<file path="src/rtl/video_scanout.sv">
// video_scanout -- VGA timing generator and frame-buffer read engine.
//
// Produces 640x480@60 timing and fetches 8-bit BBGGGRRR pixels from a
// 320x240 frame buffer, each source pixel doubled in both directions.
// Position, blanking and sync travel through a delay line so they leave
// the block in the same cycle as the frame-buffer byte they describe.
// The CPU frame select is only sampled on the last clock of a frame, so
// a buffer flip can never tear the picture.
//
// Ports
//   clock, reset_n        pixel clock, async active-low reset
//   frame_address         frame-buffer byte address (shared by both buffers)
//   frame_read_enable     high while the fetched address is in the active area
//   frame_select_request  CPU frame select (MMIO)
//   frame_select_memory   frame-aligned frame select to the compositor
//   pixel_x_pos/y_pos     position aligned with returned pixel data
//   video_active          aligned active-area flag (DAC blanking)
//   hsync_n, vsync_n      aligned syncs, active low
//   frame_start           one-clock pulse with the first pixel of a frame
//
// Optional build macro VIDEO_VBLANK_IRQ_EN adds:
//   vblank_irq_ack (in)   clears vblank_irq
//   vblank_irq     (out)  set at the start of the first blanked line
//
// MEM_LATENCY must lie in 1..3 and be smaller than H_FRONT so delayed
// sync never spills into the next line's active area.

module video_scanout #(
  parameter int H_ACTIVE    = 640,
  parameter int H_FRONT     = 16,
  parameter int H_SYNC      = 96,
  parameter int H_BACK      = 48,
  parameter int V_ACTIVE    = 480,
  parameter int V_FRONT     = 10,
  parameter int V_SYNC      = 2,
  parameter int V_BACK      = 33,
  parameter int FB_WIDTH    = 320,
  parameter int MEM_LATENCY = 1
) (
  input  logic        clock,
  input  logic        reset_n,
  output logic [16:0] frame_address,
  output logic        frame_read_enable,
  input  logic        frame_select_request,
  output logic        frame_select_memory,
  output logic [9:0]  pixel_x_pos,
  output logic [9:0]  pixel_y_pos,
  output logic        video_active,
  output logic        hsync_n,
  output logic        vsync_n,
  output logic        frame_start
`ifdef VIDEO_VBLANK_IRQ_EN
  ,
  input  logic        vblank_irq_ack,
  output logic        vblank_irq
`endif
);

  localparam int H_TOTAL  = H_ACTIVE + H_FRONT + H_SYNC + H_BACK;
  localparam int V_TOTAL  = V_ACTIVE + V_FRONT + V_SYNC + V_BACK;
  localparam int HS_FIRST = H_ACTIVE + H_FRONT;
  localparam int HS_END   = H_ACTIVE + H_FRONT + H_SYNC;
  localparam int VS_FIRST = V_ACTIVE + V_FRONT;
  localparam int VS_END   = V_ACTIVE + V_FRONT + V_SYNC;

  // Everything that must stay aligned with the pixel byte.
  typedef struct packed {
    logic [9:0] x;
    logic [9:0] y;
    logic       hs;   // raw sync, active high
    logic       vs;
    logic       sof;  // position (0,0)
  } tag_t;

  logic [9:0] h_cnt, v_cnt;
  logic       h_last, v_last;
  logic       active0;
  logic [16:0] row_base;
  tag_t       tag0;

  // Stage 0 lives in slot 0; slot MEM_LATENCY is the aligned output.
  tag_t [MEM_LATENCY:0] tag_pipe;
  logic [MEM_LATENCY:0] vld_pipe;

  // ---------------------------------------------------------------------
  // Raster counters
  // ---------------------------------------------------------------------
  assign h_last = (h_cnt == 10'(H_TOTAL - 1));
  assign v_last = (v_cnt == 10'(V_TOTAL - 1));

  always_ff @(posedge clock or negedge reset_n) begin
    if (!reset_n) begin
      h_cnt <= '0;
      v_cnt <= '0;
    end else if (h_last) begin
      h_cnt <= '0;
      v_cnt <= v_last ? 10'd0 : v_cnt + 10'd1;
    end else begin
      h_cnt <= h_cnt + 10'd1;
    end
  end

  // ---------------------------------------------------------------------
  // Stage 0: address generation. Dropping bit 0 of each counter doubles
  // every source pixel horizontally and every source row vertically.
  // The row product is a constant multiply, which reduces to shift-add.
  // ---------------------------------------------------------------------
  assign active0  = (h_cnt < 10'(H_ACTIVE)) && (v_cnt < 10'(V_ACTIVE));
  assign row_base = 17'(v_cnt[9:1]) * 17'(FB_WIDTH);

  always_comb begin
    tag0     = '0;
    tag0.x   = h_cnt;
    tag0.y   = v_cnt;
    tag0.hs  = (h_cnt >= 10'(HS_FIRST)) && (h_cnt < 10'(HS_END));
    tag0.vs  = (v_cnt >= 10'(VS_FIRST)) && (v_cnt < 10'(VS_END));
    tag0.sof = (h_cnt == 10'd0) && (v_cnt == 10'd0);
  end

  always_ff @(posedge clock or negedge reset_n) begin
    if (!reset_n) begin
      frame_address     <= '0;
      frame_read_enable <= 1'b0;
      tag_pipe          <= '0;
      vld_pipe          <= '0;
    end else begin
      // Address holds outside the active area; the enable masks it anyway.
      if (active0) frame_address <= row_base + 17'(h_cnt[9:1]);
      frame_read_enable <= active0;
      tag_pipe <= {tag_pipe[MEM_LATENCY-1:0], tag0};
      vld_pipe <= {vld_pipe[MEM_LATENCY-1:0], active0};
    end
  end

  // Aligned outputs come straight from the last pipe slot, so their reset
  // values are those of a cleared slot (syncs deasserted, no pulse).
  assign pixel_x_pos  = tag_pipe[MEM_LATENCY].x;
  assign pixel_y_pos  = tag_pipe[MEM_LATENCY].y;
  assign video_active = vld_pipe[MEM_LATENCY];
  assign hsync_n      = ~tag_pipe[MEM_LATENCY].hs;
  assign vsync_n      = ~tag_pipe[MEM_LATENCY].vs;
  assign frame_start  = tag_pipe[MEM_LATENCY].sof;

  // ---------------------------------------------------------------------
  // Frame select: only the final clock of a frame can change it.
  // ---------------------------------------------------------------------
  always_ff @(posedge clock or negedge reset_n) begin
    if (!reset_n)              frame_select_memory <= 1'b0;
    else if (h_last && v_last) frame_select_memory <= frame_select_request;
  end

`ifdef VIDEO_VBLANK_IRQ_EN
  // Set on the first clock of line V_ACTIVE; a coincident ack loses.
  always_ff @(posedge clock or negedge reset_n) begin
    if (!reset_n)
      vblank_irq <= 1'b0;
    else if ((h_cnt == 10'd0) && (v_cnt == 10'(V_ACTIVE)))
      vblank_irq <= 1'b1;
    else if (vblank_irq_ack)
      vblank_irq <= 1'b0;
  end
`endif

endmodule

</file>
<file path="config.mk">
export PLATFORM = sky130hd
export DESIGN_NAME = video_scanout
export DESIGN_NICKNAME = d
export VERILOG_FILES = /design/src/rtl/video_scanout.sv
export SDC_FILE = /design/constraint.sdc
export NUM_CORES = 1
export LEC_CHECK = 0
export BUFFER_PORTS_ARGS = -buffer_cell sky130_fd_sc_hd__buf_4
export CORE_ASPECT_RATIO = 1.75
export CORE_MARGIN = 3
export CORE_UTILIZATION = 52
export DETAILED_ROUTE_END_ITERATION = 8
export PLACE_DENSITY = 0.71
export SYNTH_ARGS = -nofsm -noshare
export SYNTH_HDL_FRONTEND = slang
export SYNTH_SLANG_ARGS = --single-unit
</file>
<file path="constraint.sdc">
create_clock -name clock -period 2.7 [get_ports clock]
set_clock_uncertainty 0.2 [all_clocks]
set_input_delay 0.54 -clock clock [delete_from_list [all_inputs] [get_ports clock]]
set_output_delay 0.54 -clock clock [all_outputs]
set_load 0.01 [all_outputs]
</file>
==> summary.txt <==
Critical path
  – WS Path Type: flop to flop
  – Critical Path RT: 2700 ps
  – Most common cell on crit path: ha_4
  – Reg2Reg Depth: 9
  – Worst path cell trace: buf_4, ha_4, ha_4, o21ai_2, or4b_4, o311ai_4, nand4_1, xor2_1, o21ai_1
  – CP max stage delay: 500 ps
  – Crit path launch type: flop
  – Reg-to-reg startpoint: v_cnt[4]
  – Peak fanout along the critical path: 8
  – Slowest cell on the critical path: or4b_4
  – CP arrival: 2620 ps
  – Worst reg2reg setup slack: 80 ps
  – CP endpoint kind: flop
  – Reg-to-reg endpoint: frame_address[16]

Drt
  – DR vias: 2,495
  – Drt total wl: 7.45 mm
  – Remaining DRCs: 0
  – Routed wire per std cell: 16.0 µm
  – DRT Pass-1 Iters: 4
  – Vias per cell: 5.34
  – DR iter-0 viols: 205
  – Antenna Violating Nets Remaining: 0

Yosys
  – Sequential share of the synthesized area: 57.5%
  – Synth Flop Type: dfrtp_1
  – Async S/R FF share, synth: 100%
  – Number of synthesized flops with an enable pin: 0
  – Area contributors post-synth: dfrtp_1 (58%), ha_1 (7.0%), nand2_1 (4.4%)
  – Mapped cell area: 3740 µm²
  – YS warnings: 0
  – Synth area leader: dfrtp_1
  – Yosys reg bits: 86
  – Share of the synthesized area in the top cell type: 57.5%
  – Distinct cells, synth: 54
  – Post-Syn Instances: 329
  – Post-Syn Nets: 355
  – Syn avg cell area: 11.4 µm²

Run status
  – Outcome: finished with violations
  – Failing checks: negative hold slack

Timing
  – Worst slew margin: 63.5%
  – Fin Hold WS: -2.98 ps
  – Final Cycle Share: 97.2%
  – Setup ws final: 76.5 ps
  – Final setup vio count: 0
  – Setup TNS: 0 ps
  – RSZ-0062 raised after global routing: yes
  – Least-Margin Pin Slew: 548 ps
  – Slew Viols, Final: 0
  – Fin. Hold Viols: 8
  – Minimum clock period: 2620 ps
  – Fmax: 0.381 GHz

Placement
  – HPWL after DPL: 5.18 mm
  – Post-placement cell count: 449
  – Placer's final routability congestion estimate: 0.873
  – Pre-CTS setup slack: -145 ps
  – Input/output buffers: 45

Power
  – Cell Pwr Density: 546 nW/µm²
  – Internal power: 0.00204 W
  – Pleak: 2.25 nW
  – Net Switching: 0.000495 W
  – Combinational share of power: 1.1%
  – VDD IR-drop max: 0.423 mV
  – Sw Ratio: 19.6%
  – Seq pwr share: 50.9%
  – Clock Power Share: 47.9%

Min path
  – Tightest Hold Check Type: input pin to asynchronous set/reset pin

Cells and area
  – Fillers: 548
  – Share of cells above drive strength 1: 29.0%
  – Most frequent cells in the layout: dfrtp_1 (85), buf_4 (67), nand2_1 (44), o21ai_0 (25), inv_1 (15)
  – Area grow syn2layout: 24.0%
  – ANT cells: 0
  – Commonest non-fill, non-tap cell in the layout: dfrtp_1
  – Fin cells: 467
  – Final nets: 404

Clocking
  – Clock Tree Buf Depth: 2
  – Clk Tree Root Cell: clkbuf_16
  – CTS tree: yes
  – CTS H-tree depth: 3
  – Number of buffers created by CTS: 9
  – Worst-path clk slew: 60 ps
  – Clk_lat worst skew: 340 ps
  – Clk sink count: 86

Die
  – Die height: 118 µm
  – Die ar.: 8290 µm²
  – # IOs: 46
  – FP Rows: 40
  – CORE AREA: 6910 µm²
  – Die width: 70.1 µm
  – Initial core utilization: 54.2%

Global routing
  – GRT Util Overall: 19.2%
  – First-pass GRT wire length: 12.4 mm
  – Initial antenna violation count: 0
  – GRT Residual Overflow: 0
  – Vias in the first global route: 2,605
  – Largest net degree at the start of global routing: 45

Flow run
  – Max cap viols: 0
cell usage after synthesis (4+ instances only):
master	instances
nor3_1	5
nand3_1	4
and3_1	4
a21oi_1	6
nor2_1	14
ha_1	21
buf_4	20
dfrtp_1	86
xnor2_1	7
clkbuf_1	6
inv_1	15
xor2_1	12
o21ai_0	25
nand4_1	4
nand2_1	44
nor4_1	4
critical path, delay by kind of cell (launching register included):
family          cells  cell delay, ps
xor+xnor            1             170
flops               1             420
simple gates        2             660
compound gates      3             290
fa+ha+maj           2             560
buf+inv             1             180
area by class of cell:
class	count	area (µm²)	share of cell area, %
inverters	15	56.3	1.21
repair buffers	68	523	11.3
clock inverters	3	43.8	0.944
clock buffers	13	250	5.39
multi-input cells	198	1510	32.5
well taps	84	105	2.26
flip-flops and latches	86	2150	46.4
layer usage:
metal	GRT usage, %	wire length [µm]	up-vias
met1	20.4	2720	1228
met2	33.8	4190	51
li1	-	-	1194
met4	11.4	309	0
met5	0	0	-
met3	4.26	234	22
through the flow:
step | util (%) | power, W | instance area (µm²)
5_1_grt | 67.2 | 0.00262 | 4640
6_report | 67.2 | 0.00253 | 4640
2_1_floorplan | - | 0.00131 | 3750
4_1_cts | 65.1 | 0.00255 | 4500
3_5_place_dp | 60.3 | 0.00134 | 4170
3_3_place_gp | 60.3 | 0.00134 | 4170
sequential cells by signal (all words and copies together), names as in the netlist:
register,flops
frame_address,17
frame_start,1
v_cnt,10
h_cnt,10
pixel_y_pos,10
frame_select_memory,1
vld_pipe,2
pixel_x_pos,10
tag_pipe,25
cell families (layout without fill, tap and decap cells):
family	count (synthesis)	in the layout	synth area share, %
xor+xnor	19	19	4.45
simple gates	107	107	15.4
compound gates	48	48	7.63
fa+ha+maj	23	23	8.09
flops	86	86	57.5
buf+inv	45	99	6.66
mux	1	1	0.301
worst max-delay path by stage:
stage,from,end,slack [ps],cells past startpoint
2_1_floorplan,v_cnt[4],frame_address[15],-10,9
3_3_place_gp,v_cnt[4],frame_address[16],-80,9
3_5_place_dp,v_cnt[4],frame_address[16],-150,9
4_1_cts,v_cnt[4],frame_address[16],8,9
5_1_grt,v_cnt[4],frame_address[15],-30,9
6_report,v_cnt[4],frame_address[16],80,9
power by group through the flow:
stage	Combinational, W	Clock (W)	Sequential [W]
after floorplan	0.0000000144	0	0.00131
after global placement	0.0000297	0	0.00131
after detailed placement	0.0000309	0	0.00131
after CTS	0.0000308	0.00123	0.00129
after global routing	0.0000343	0.00130	0.00129
final	0.0000288	0.00121	0.00129
repair_timing:
action / CTS / global route
buffers inserted: 1 / 1
gates resized for setup: 4 / 20
pin swaps: 1 / 13
endpoints found under the setup margin: 3 / 4
hold buffers: 0 / 0
No activity file was read; power rests on OpenSTA's default activity.
